## src/rtl/lc3_ea_unit.sv

```systemverilog
// LC-3 effective-address generator: base + sext(IR offset), optional
// indirect fetch through memory with a bounded wait, valid/ready output.
module lc3_ea_unit #(
   parameter int W       = 16,
   parameter int OFF_A   = 6,
   parameter int OFF_B   = 9,
   parameter int OFF_C   = 11,
   parameter int TIMEOUT = 8
) (
   input  logic         i_clk,
   input  logic         i_rst,
   input  logic         i_valid,
   output logic         o_ready,
   input  logic [W-1:0] i_PC,
   input  logic [W-1:0] i_SR1,
   input  logic [W-1:0] i_IR,
   input  logic         i_addr1mux,
   input  logic [1:0]   i_addr2mux,
   input  logic         i_indirect,
   output logic         o_mem_req,
   output logic [W-1:0] o_mem_addr,
   input  logic         i_mem_ack,
   input  logic [W-1:0] i_mem_rdata,
   output logic         o_valid,
   input  logic         i_ready,
   output logic [W-1:0] o_ea,
   output logic         o_err
);

   generate
      if (OFF_A >= W || OFF_B >= W || OFF_C >= W) begin : g_bad_field
         $error("lc3_ea_unit: offset field must be narrower than W");
      end
   endgenerate

   typedef enum logic [1:0] {IDLE, MEM, OUT} state_t;

   localparam int CW = (TIMEOUT > 2) ? $clog2(TIMEOUT) : 1;
   localparam bit TO_EN = (TIMEOUT > 0);
   localparam logic [CW-1:0] CNT_LAST = CW'((TIMEOUT > 0) ? TIMEOUT - 1 : 0);

   state_t        state, state_n;
   logic [W-1:0]  ea_r, ea_n;
   logic          err_r, err_n;
   logic [CW-1:0] cnt, cnt_n;

   logic [W-1:0] sext_a, sext_b, sext_c;
   logic [W-1:0] base, off, sum;

   assign sext_a = {{(W-OFF_A){i_IR[OFF_A-1]}}, i_IR[OFF_A-1:0]};
   assign sext_b = {{(W-OFF_B){i_IR[OFF_B-1]}}, i_IR[OFF_B-1:0]};
   assign sext_c = {{(W-OFF_C){i_IR[OFF_C-1]}}, i_IR[OFF_C-1:0]};

   always_comb begin
      base = i_addr1mux ? i_SR1 : i_PC;
      off  = '0;
      unique case (i_addr2mux)
         2'b00: off = '0;
         2'b01: off = sext_a;
         2'b10: off = sext_b;
         2'b11: off = sext_c;
         default: off = '0;
      endcase
      sum = base + off;
   end

   always_ff @(posedge i_clk or posedge i_rst) begin
      if (i_rst) begin
         state <= IDLE;
         ea_r  <= '0;
         err_r <= 1'b0;
         cnt   <= '0;
      end else begin
         state <= state_n;
         ea_r  <= ea_n;
         err_r <= err_n;
         cnt   <= cnt_n;
      end
   end

   // An ack in the last wait cycle takes priority over the timeout.
   always_comb begin
      state_n = state;
      ea_n    = ea_r;
      err_n   = err_r;
      cnt_n   = cnt;
      unique case (state)
         IDLE: begin
            if (i_valid) begin
               ea_n    = sum;
               err_n   = 1'b0;
               state_n = i_indirect ? MEM : OUT;
            end
         end
         MEM: begin
            if (i_mem_ack) begin
               ea_n    = i_mem_rdata;
               cnt_n   = '0;
               state_n = OUT;
            end else if (TO_EN && cnt == CNT_LAST) begin
               err_n   = 1'b1;
               cnt_n   = '0;
               state_n = OUT;
            end else begin
               cnt_n = cnt + CW'(1);
            end
         end
         OUT: begin
            if (i_ready) state_n = IDLE;
         end
         default: state_n = IDLE;
      endcase
   end

   assign o_ready    = (state == IDLE);
   assign o_mem_req  = (state == MEM);
   assign o_valid    = (state == OUT);
   assign o_mem_addr = ea_r;
   assign o_ea       = ea_r;
   assign o_err      = err_r;

endmodule

```

## config.mk

```make
export PLATFORM = sky130hd
export DESIGN_NAME = lc3_ea_unit
export DESIGN_NICKNAME = d
export VERILOG_FILES = /design/src/rtl/lc3_ea_unit.sv
export SDC_FILE = /design/constraint.sdc
export NUM_CORES = 1
export LEC_CHECK = 0
export CAP_MARGIN = 20
export CORE_ASPECT_RATIO = 1.75
export CORE_MARGIN = 2
export CORE_UTILIZATION = 30
export DETAILED_ROUTE_END_ITERATION = 16
export PLACE_DENSITY_LB_ADDON = 0.08
export SLEW_MARGIN = 20
export SYNTH_ARGS = -nofsm -noshare
export SYNTH_HDL_FRONTEND = slang
export SYNTH_SLANG_ARGS = --single-unit
```

## constraint.sdc

```tcl
create_clock -name i_clk -period 3.9 [get_ports i_clk]
set_input_delay 0.585 -clock i_clk [delete_from_list [all_inputs] [get_ports i_clk]]
set_output_delay 0.585 -clock i_clk [all_outputs]
set_load 0.1 [all_outputs]
```

Yosys cells after proc, flatten, opt, wreduce, memory -nomap -nowiden
Index checks and enable logic that the tools add are counted.

cells by class
  muxes and demuxes = 17
  equal/unequal tests = 12
  add/sub/neg operators = 2
  reduce and logical (&&, ||, !) cells = 6

operators by type and width
  cell                   count
  $pmux W16 S4           1
  $mux W16               3
  $pmux W16 S2           1
  $add A16 B16 Y16       1
  $mux W2                5
  $eq A2 B2 Y1 const B   3
  $mux W3                2
  $ne A2 B1 Y1 const B   3
  $pmux W2 S3            1
  $reduce_and A3 Y1      2
  $eq A2 B1 Y1 const B   2
  $logic_not A2 Y1       2
  $ne A2 B2 Y1 const B   2
  $reduce_and A4 Y1      1
  $add A3 B1 Y3 const B  1
  $eq A3 B3 Y1 const B   1
  $mux W1                3
  $ne A3 B1 Y1 const B   1
  $pmux W1 S2            1
  $reduce_bool A2 Y1     1

word-level totals
  output and inout bits = 36
  input bits = 73
  bits in registers = 22
  word-level logic and storage cells = 41

Depth between registers and ports, before layout
  depth in word-level cells = 5
  depth in mapped cells = 13
  depth with buffers taken out = 12

Least setup slack after synthesis
Ideal clock, no wire load.

  kind = input to register
  start = input port i_addr1mux
  end = register ea_r[13], in the netlist o_ea[13]
  data required time = 3.759 ns
  arrival time = 3.173 ns
  path buffers = 2
  library setup time = 0.141 ns
  slack = 0.587 ns
  cell stages on the path = 12
  cells stage by stage = buf_2 -> buf_1 -> mux2i_1 -> inv_1 -> ha_1 -> a211o_1 -> a211oi_2 -> o21ai_0 -> maj3_2 -> a21boi_2 -> xnor2_1 -> o221ai_1

between the ends
  longest elaborated chain between the ends = 4

RTL lines
  what                    RTL line  source
  start: declaration      17        input logic i_addr1mux,
  $mux W16                55        base = i_addr1mux ? i_SR1 : i_PC;
  $add A16 B16 Y16        64        sum = base + off;
  $mux W16                89        if (i_valid) begin
  $pmux W16 S2            87        unique case (state)
  end signal: assignment  75        ea_r <= ea_n;
  end: declaration        43        logic [W-1:0] ea_r, ea_n;

No other way between the ends. The select of a mux whose other input is x is not followed.
A chain may end at the register's enable or synchronous reset.

Worst setup path in the final report
Ends and elaborated chain as after synthesis.

==> flow_summary.toml <==
[drt]
initialDrtViolationCount = 93
postRouteAntennaNets = 0
wirelength_microns = 5952
wire_per_inst_microns = 13.44
remaining_drc_errors = 0
dr.pass1.iters = 5
viasPerCell = 4.907
vias = 2174

[clock_tree]
ctsHtreeMaxLevel = 1
cts-resized-gates = 0
clk_pin_slew_worst_paths_ps = 60
cts.path.max_buffers = 2
postCtsSetupBuffers = 0
clock_tree.root_cell = "clkbuf_16"
cts_made_buffers = 3
cts_sinks = 22
cts_tree = "yes"
holdBufCountCts = 0
insertion_delay_ps = 250

[global_routing]
grt_max_degree = 26
grtUsageTotal_pct = 14.97
grt_pass1_vias = 2190
grt_pass1_wl_microns = 10140
antenna_found_initial = 0
grt_overflow = 0

[cells_and_area]
multi_input_comb_area_sq_mm = 0.001469
seqCellArea_sq_um = 550.5
drive_gt1_share_pct = 8.683
post-route-util_pct = 46.36
nets = 446
area_growth_syn_to_layout_pct = 49.49
n_fill_cell = 726
n_antenna_cell = 0

[timing]
rsz0062_at_grt = "false"
setup_viol = 0
timing.final.max_slew_violations = 0
max_freq_ghz = 0.3014
period_share_pct = 85.07
hold_violations = 0
tns_ps = 0
clock_skew_ps = 2.745
tightest_slew_ps = 988.8
post-route-min-period_ps = 3318
slew_headroom_pct = 33.88

[critical_path]
worstSetupPathType = "in -> reg"
r2r_cells = 6
cp_max_fo = 21
end_kind = "flip-flop"
cp_data_arrival_time_ps = 3440
cp.required_ps = 4020
start_kind = "input pin"

[place]
gp_congestion = 0.7977
dpl.hpwl_microns = 5007
io_buffers = 103

[die]
row_count = 41
ioPinCount = 109
design.die.area_sq_mm = 0.008156
fp.dieW_microns = 69.13
start_util_pct = 31.01
core_sq_mm = 0.007182
die_h_microns = 118.0

[synth]
syn_nets = 361
syn_avg_cell_area_sq_um = 8.158
synth_seq_area_share_pct = 24.72
synthDistinctLibCells = 46
ys_warn_count = 0
synthDominantCellAreaShare_pct = 24.72
ys_ff_latch = 22
synth_area_leaders = "dfrtp_1, ha_1, mux2_2"
post-synth-top-area-cell = "dfrtp_1"
syn_area_sq_mm = 0.002227
syn-instance-count = 273

[hold_path]
holdPathStages = 2
hold_class = "reg -> reg"

[outcome]
outcome = "finished, final reports clean"

[power_and_ir_drop]
p_leak_nw = 1.408
max-vdd-ir-drop_mv = 0.4844
cellPowerDensity_mw_per_mm2 = 846.6

[job]
cap_violations = 0
==> per-stage QoR <==
step                instance area [sq um]  worst slack (ps)  cells  power [mW]  hold slack, ps
finish                               3329             582.4    443       2.819           470.6
global route                         3329             354.0    443       2.949           513.4
CTS                                  3329             509.0    443       2.842           479.7
detailed placement                   3241             243.5    439       2.600           466.9
global placement                     3241             258.3    439       2.589           457.0
floorplan                            2227             586.6    273       2.195           442.8
==> cell usage in the layout (no fill, tap or decap), types with 2 or more instances in the layout <==
master	instances
a31oi_1	6
nand2_1	27
o211ai_1	4
o221ai_1	2
nand3b_1	2
nand2b_1	4
ha_1	14
dfrtp_1	22
nor3_1	3
nor2b_1	10
clkdlybuf4s50_1	102
o21ai_0	18
a21o_1	4
inv_1	8
nand3_1	7
xnor2_1	13
o21a_1	3
a21oi_1	24
nor2_1	29
xor2_1	3
clkbuf_16	3
buf_4	3
o211a_1	2
mux2i_1	8
mux2_2	13
==> sequential cells by signal, indices dropped and copies added, names as in the netlist <==
name	flops
cnt	3
o_err	1
o_ea	16
state	2
==> worst max-delay path, cell delays in order <==
cell	delay, ps
clkdlybuf4s50_1	500
buf_12	170
mux2i_1	330
inv_1	80
ha_1	310
a211o_1	320
a211oi_2	250
o21ai_0	160
maj3_2	350
a21boi_2	140
xnor2_1	120
o221ai_1	110
==> worst paths after layout <==
path	slack [ps]	startpoint	end
max	580	i_addr1mux	o_ea[13]
min	470	cnt[2]	cnt[2]
max reg2reg	2040	state[1]	o_ea[2]
min reg2reg	470	cnt[2]	cnt[2]
max in group asynchronous	2560	i_rst	cnt[2]
min in group asynchronous	810	i_rst	o_ea[4]
==> layer usage <==
layer  vias to the layer above  wire length [microns]  track usage [%]
met5                         -                      0                0
met2                        73                   3319            28.91
met1                       983                   2326            16.82
met3                         4                    227            1.199
li1                       1114                      -                -
met4                         0                     79            4.779
==> area by class of cell <==
| class | count | area share, % |
|---|---|---|
| inverters | 10 | 1.503 |
| clock buffers | 4 | 2.668 |
| flip-flops and latches | 22 | 16.54 |
| repair buffers | 106 | 31.94 |
| multi-input cells | 215 | 44.12 |
| well taps | 86 | 3.232 |
==> synth_stat cells (all sizes together) <==
library cell / number
a211o: 1
a211oi: 2
a21boi: 1
a21o: 4
a21oi: 24
a22oi: 1
a31o: 1
a31oi: 6
and2: 1
and3: 1
and3b: 1
buf: 20
clkbuf: 6
clkinv: 2
dfrtp: 22
fa: 1
ha: 14
inv: 8
maj3: 1
mux2: 13
mux2i: 8
nand2: 27
nand2b: 4
nand3: 7
nand3b: 2
nor2: 31
nor2b: 10
nor3: 3
o2111ai: 1
o211a: 2
o211ai: 5
o21a: 4
o21ai: 18
o221ai: 2
o311a: 1
o31ai: 1
o32ai: 1
xnor2: 13
xor2: 3
==> logic make-up after synthesis <==
| logic type | count (synthesis) | share of synthesized area (%) |
|---|---|---|
| AOI/OAI and AO/OA | 75 | 22.19 |
| xor gates and xnor gates | 16 | 6.292 |
| adders and majority gates | 16 | 9.270 |
| buffers and inverters | 36 | 9.439 |
| DFF | 22 | 24.72 |
| muxes | 21 | 10.17 |
| and+or+nand+nor | 87 | 17.92 |
==> where the power goes <==
group | internal (mW) | switching, mW
logic | 0.531 | 1.63
clock network | 0.157 | 0.0800
registers | 0.330 | 0.0909
total | 1.02 | 1.80
(Power assumes the default switching activity.)
